<file path="src/rtl/spi_master_shifter.sv">
// SPI master shift engine: serialises one DATA_WIDTH word per transfer against an
// externally generated sck, in any of the four SPI modes, MSB- or LSB-first.
module spi_master_shifter #(
    parameter int unsigned DATA_WIDTH = 8
) (
    input  logic                  CLK,
    input  logic                  nRST,
    input  logic [DATA_WIDTH-1:0] tx_data,
    input  logic                  tx_valid,
    output logic                  tx_ready,
    output logic [DATA_WIDTH-1:0] rx_data,
    output logic                  rx_valid,
    input  logic                  cpol,
    input  logic                  cpha,
    input  logic                  lsb_first,
    input  logic                  sck,
    output logic                  clk_en,
    output logic                  mosi,
    input  logic                  miso,
    output logic                  ss_n,
    output logic                  busy
);

    localparam int unsigned CntW = $clog2(2 * DATA_WIDTH + 1);
    localparam logic [CntW-1:0] LastEdge = CntW'(2 * DATA_WIDTH - 1);

    typedef enum logic [1:0] {StIdle, StSetup, StXfer, StDone} state_e;

    state_e                state;
    logic [DATA_WIDTH-1:0] tx_sh;
    logic [DATA_WIDTH-1:0] rx_sh;
    logic [DATA_WIDTH-1:0] rx_next;
    logic [DATA_WIDTH-1:0] tx_shifted;
    logic [CntW-1:0]       edge_cnt;
    logic                  cpol_l;
    logic                  cpha_l;
    logic                  lsb_l;
    logic                  sck_q;
    logic                  mosi_q;
    logic                  ss_n_q;
    logic                  rx_valid_q;

    logic edge_det;
    logic leading;
    logic sample;
    logic drive;
    logic last_edge;
    logic next_bit;

    always_comb begin
        edge_det   = (state == StXfer) && (sck != sck_q);
        leading    = (sck_q == cpol_l);
        sample     = edge_det && (cpha_l ? !leading : leading);
        // Mode 0/2 drives on trailing edges, but the final trailing edge has no next bit.
        drive      = edge_det && (cpha_l ? leading : (!leading && (edge_cnt != LastEdge)));
        last_edge  = edge_det && (edge_cnt == LastEdge);
        rx_next    = lsb_l ? {miso, rx_sh[DATA_WIDTH-1:1]} : {rx_sh[DATA_WIDTH-2:0], miso};
        next_bit   = lsb_l ? tx_sh[0] : tx_sh[DATA_WIDTH-1];
        tx_shifted = lsb_l ? (tx_sh >> 1) : (tx_sh << 1);
    end

    always_ff @(posedge CLK or negedge nRST) begin
        if (!nRST) begin
            state      <= StIdle;
            tx_sh      <= '0;
            rx_sh      <= '0;
            rx_data    <= '0;
            edge_cnt   <= '0;
            cpol_l     <= 1'b0;
            cpha_l     <= 1'b0;
            lsb_l      <= 1'b0;
            sck_q      <= 1'b0;
            mosi_q     <= 1'b0;
            ss_n_q     <= 1'b1;
            rx_valid_q <= 1'b0;
        end else begin
            sck_q      <= sck;
            rx_valid_q <= 1'b0;
            case (state)
                StIdle: begin
                    if (tx_valid) begin
                        tx_sh    <= tx_data;
                        cpol_l   <= cpol;
                        cpha_l   <= cpha;
                        lsb_l    <= lsb_first;
                        edge_cnt <= '0;
                        rx_sh    <= '0;
                        ss_n_q   <= 1'b0;
                        state    <= StSetup;
                    end
                end
                StSetup: begin
                    if (!cpha_l) begin
                        mosi_q <= next_bit;
                        tx_sh  <= tx_shifted;
                    end
                    state <= StXfer;
                end
                StXfer: begin
                    if (edge_det) begin
                        edge_cnt <= edge_cnt + 1'b1;
                    end
                    if (sample) begin
                        rx_sh <= rx_next;
                    end
                    if (drive) begin
                        mosi_q <= next_bit;
                        tx_sh  <= tx_shifted;
                    end
                    // Load rx_data here so the word and its valid pulse coincide with DONE.
                    if (last_edge) begin
                        rx_data    <= sample ? rx_next : rx_sh;
                        rx_valid_q <= 1'b1;
                        ss_n_q     <= 1'b1;
                        state      <= StDone;
                    end
                end
                StDone: begin
                    state <= StIdle;
                end
                default: begin
                    state <= StIdle;
                end
            endcase
        end
    end

    assign tx_ready = (state == StIdle);
    assign busy     = (state != StIdle);
    assign clk_en   = (state == StXfer);
    assign mosi     = mosi_q;
    assign ss_n     = ss_n_q;
    assign rx_valid = rx_valid_q;

endmodule

</file>
<file path="config.mk">
export PLATFORM = sky130hd
export DESIGN_NAME = spi_master_shifter
export DESIGN_NICKNAME = d
export VERILOG_FILES = /design/src/rtl/spi_master_shifter.sv
export SDC_FILE = /design/constraint.sdc
export NUM_CORES = 1
export LEC_CHECK = 0
export ABC_AREA = 1
export ABC_CLOCK_PERIOD_IN_PS = 3640
export CAP_MARGIN = 20
export CORE_AREA = 3 3 64 66
export CTS_BUF_LIST = sky130_fd_sc_hd__clkbuf_8
export DETAILED_ROUTE_END_ITERATION = 6
export DIE_AREA = 0 0 67 69
export GPL_ROUTABILITY_DRIVEN = 0
export PLACE_DENSITY = 0.89
export RECOVER_POWER = 25
export SYNTH_ARGS = -nofsm -noshare
export SYNTH_HDL_FRONTEND = slang
export SYNTH_SLANG_ARGS = --single-unit
</file>
<file path="constraint.sdc">
create_clock -name CLK -period 3.64 [get_ports CLK]
set_clock_uncertainty 0.15 [all_clocks]
set_input_delay 0.728 -clock CLK [delete_from_list [all_inputs] [get_ports CLK]]
set_output_delay 0.728 -clock CLK [all_outputs]
set_load 0.01 [all_outputs]
</file>
==> impl_metrics.yaml <==
detailed_routing:
  number_of_design_rule_violations_left_after_detail_routing: 0
  drtPass1Iterations: 4
  drt_wl_total_um: 4514
  routed-via-count: 1914
  initialDrtViolationCount: 165
  drt-wirelength-per-cell_um: 12.61
  number_of_routed_nets_with_antenna_violations: 0
  drt-vias-per-instance: 5.346
synthesis:
  post_synthesis_cell_count: 278
  post_synth_num_cell_types: 22
  sequential_to_total_area_share_from_yosys_stat_pct: 46.01
  synth_top_cells_by_area: "dfrtp_1 (45%), nand2_1 (21%), nand3_1 (6.5%)"
  synth.net_count: 300
  yosysWarningCount: 0
  synth_most_common_cell: "nand2_1"
  synth_top_flop_cell: "dfrtp_1"
  synth_area_um2: 2069
  synth_area_per_cell_um2: 7.444
  synth-seq-cells: 38
  number_of_enable_flip_flop_cells_after_synthesis: 0
  synth_largest_type_area_fraction_pct: 44.74
  post-synth-top-area-cell: "dfrtp_1"
  ys_async_sr_fraction_pct: 100.0
  post_synth_most_frequent_cells: "nand2_1 (115), dfrtp_1 (37), nand3_1 (27)"
die:
  coreArea_um2: 3633
  dieHeight_um: 69
  die-width_um: 67
  count_of_boundary_i_o_pins: 30
  design.die.area_um2: 4623
  rows: 22
  floorplan.initialDensity_pct: 56.96
critical_path:
  timing.rr.end: "tx_sh[6]$_DFFE_PN0P_"
  arrival_ns: 1.72
  cell_with_the_biggest_individual_delay_on_the_critical_path: "clkdlybuf4s50_1"
  worstReg2RegStart: "edge_cnt[0]$_DFFE_PN0P_"
  cp.buffers_inverters: 2
  worstPathCellList: "inv_1 > ha_1 > clkdlybuf4s50_1"
  cp.depth: 3
  worst_r2r_path_depth: 10
  endpoint_kind: "output pin"
  critPathMaxFanout: 7
  critical-path-max-stage-delay_ns: 0.60
  worst-endpoint-required_ns: 2.76
  cpLargestDelayFamily: "buffers and inverters"
  worst_setup_path_start_kind: "flip-flop"
  setup.reg_to_reg.worst_slack_ns: 1.32
  critical_path_class: "reg2out"
clock_network:
  cts-root-buf: "clkbuf_8"
  cts-buffers-inserted: 5
  cts_repair_resize_count: 0
  cts_num_sinks: 38
  insertion_delay_ns: 0.30
  worst_case_clock_buffer_depth: 2
  clock_tree_from_tritoncts: "built"
  cts_hold_buf: 0
  clk_pin_slew_ns: 0.07
  htree_levels: 2
  postCtsSetupRepairBufs: 0
sta:
  timing.setup.tns_ns: 0
  max_slew.worst_pin.slew_ns: 1.983
  final_min_period_over_clock_period_pct: 71.29
  whs_ns: 0.3282
  max_freq_ghz: 0.3854
  final_max_slew_viol_count: 39
  unrepaired_setup_endpoints_after_global_routing: "false"
  final-setup-viol-count: 0
  timing.final.hold_violations: 0
  fin_crit_ns: 2.595
  slew-limit-headroom_pct: -32.17
cells_and_area:
  final_layout_size_suffix_gt1_share_pct: 5.806
  finish.instance_area_um2: 2500
  fillers: 305
  layout_net_count: 331
  area.growth.synth_to_final_pct: 20.80
  antenna_cells: 0
  multi_input_area_um2: 989.7
  register_area_um2: 952.2
  finish.utilization_pct: 68.80
worst_hold_path:
  hold_worst_path_end: "mosi$_DFFE_PN0P_"
  holdCritStartpoint: "mosi$_DFFE_PN0P_"
  worst_hold_path.num_cells: 2
  worstHoldPathType: "reg2reg"
global_routing:
  overflow: 0
  grt_start_max_net_pins: 39
  track_usage_pct: 21.04
  grt_pass1_vias: 1800
  grt_pass1_wl_um: 7707
  antenna_violations_before_repair: 0
placed_design:
  hpwl_um: 3194
  numPortBuffers: 29
  placedInstanceArea_um2: 2392
power:
  total_power_mw: 1.891
  max-vdd-ir-drop_mv: 0.5262
  power_per_cell_area_nw_per_um2: 756.5
  leakage_power_total_nw: 1.326
status:
  run_status: "finished, violations left"
  failed_checks: "capacitance limit, slew limit"
run:
  max-cap-violations: 1
[cells in the final DEF, fill, tap and decap left out]
cell	synthesis	routed
dfrtp_1	37	37
nand3_2	2	2
clkinv_1	1	1
clkbuf_8	0	5
xor2_1	1	1
nor2_1	12	12
clkdlybuf4s50_1	0	27
bufinv_16	0	1
a21boi_0	1	1
o21ai_0	11	11
clkinv_2	0	2
a21oi_1	5	5
inv_1	24	24
clkbuf_1	0	1
o21ai_1	3	3
nand2_1	115	115
or2_2	1	1
inv_2	1	1
nor2_4	1	1
nand3_1	27	27
dlygate4sd3_1	0	1
nor2_2	1	1
o22ai_1	1	1
nand4_1	19	19
dfstp_2	1	1
nand2_4	2	2
ha_1	6	6
buf_4	0	1
[final cells by class]
class / instances / area share [%]
clock buffer: 5 / 2.753
clock inverter: 3 / 1.602
inverter: 26 / 3.904
multi-input combinational: 208 / 39.59
sequential: 38 / 38.09
tap: 48 / 2.402
timing repair buffer: 30 / 11.66
[report_power, final]
part | switching [mW] | leakage, nW | internal (mW) | total (mW)
sequential | 0.110 | 0.495 | 0.535 | 0.645
combinational | 0.581 | 0.772 | 0.315 | 0.896
clock | 0.149 | 0.0579 | 0.202 | 0.351
[per-stage QoR]
stage / worst slack [ns] / instances
after global placement: 1.176 / 350
after global routing: 0.9458 / 358
after CTS: 1.063 / 358
after floorplan: 1.894 / 278
after detailed placement: 1.110 / 350
final: 1.045 / 358
[routing by layer]
metal / track usage (%) / vias up / part of all wire [%]
li1: - / 967 / -
met1: 27.09 / 877 / 44
met2: 34.93 / 64 / 48
met3: 4.397 / 6 / 6.2
met4: 6.306 / 0 / 0.97
met5: 0 / - / 0
[worst max-delay path by stage]
stage                               from                    to  slack (ns)
floorplan           state[0]$_DFFE_PN0P_  tx_sh[0]$_DFFE_PN0P_        1.89
global placement                     sck  tx_sh[2]$_DFFE_PN0P_        1.18
detailed placement                   sck  tx_sh[3]$_DFFE_PN0P_        1.11
CTS                 state[0]$_DFFE_PN0P_                clk_en        1.06
global route                        nRST  tx_sh[5]$_DFFE_PN0P_        0.95
finish              state[0]$_DFFE_PN0P_                clk_en        1.05
[tightest hold or removal path, delay by kind of cell (launching register included)]
| family | cells | cell delay, ns |
|---|---|---|
| flops | 1 | 0.35 |
| simple gates | 2 | 0.09 |
[state kept, by name (all words and copies together) (netlist names)]
| name | flops |
|---|---|
| cpha_l | 1 |
| cpol_l | 1 |
| edge_cnt | 5 |
| lsb_l | 1 |
| mosi | 1 |
| rx_data | 8 |
| rx_sh | 8 |
| rx_valid | 1 |
| sck_q | 1 |
| ss_n | 1 |
| state | 2 |
| tx_sh | 8 |
[kinds of logic after synthesis]
kind of cell	Yosys count	share of synthesized area (%)
xor gates and xnor gates	1	0.4233
buffers and inverters	32	6.167
DFF	38	46.01
and+or+nand+nor	180	38.51
adders and majority gates	6	3.627
AOI/OAI and AO/OA	21	5.260
Note: power is estimated with default switching activity, not from simulation.
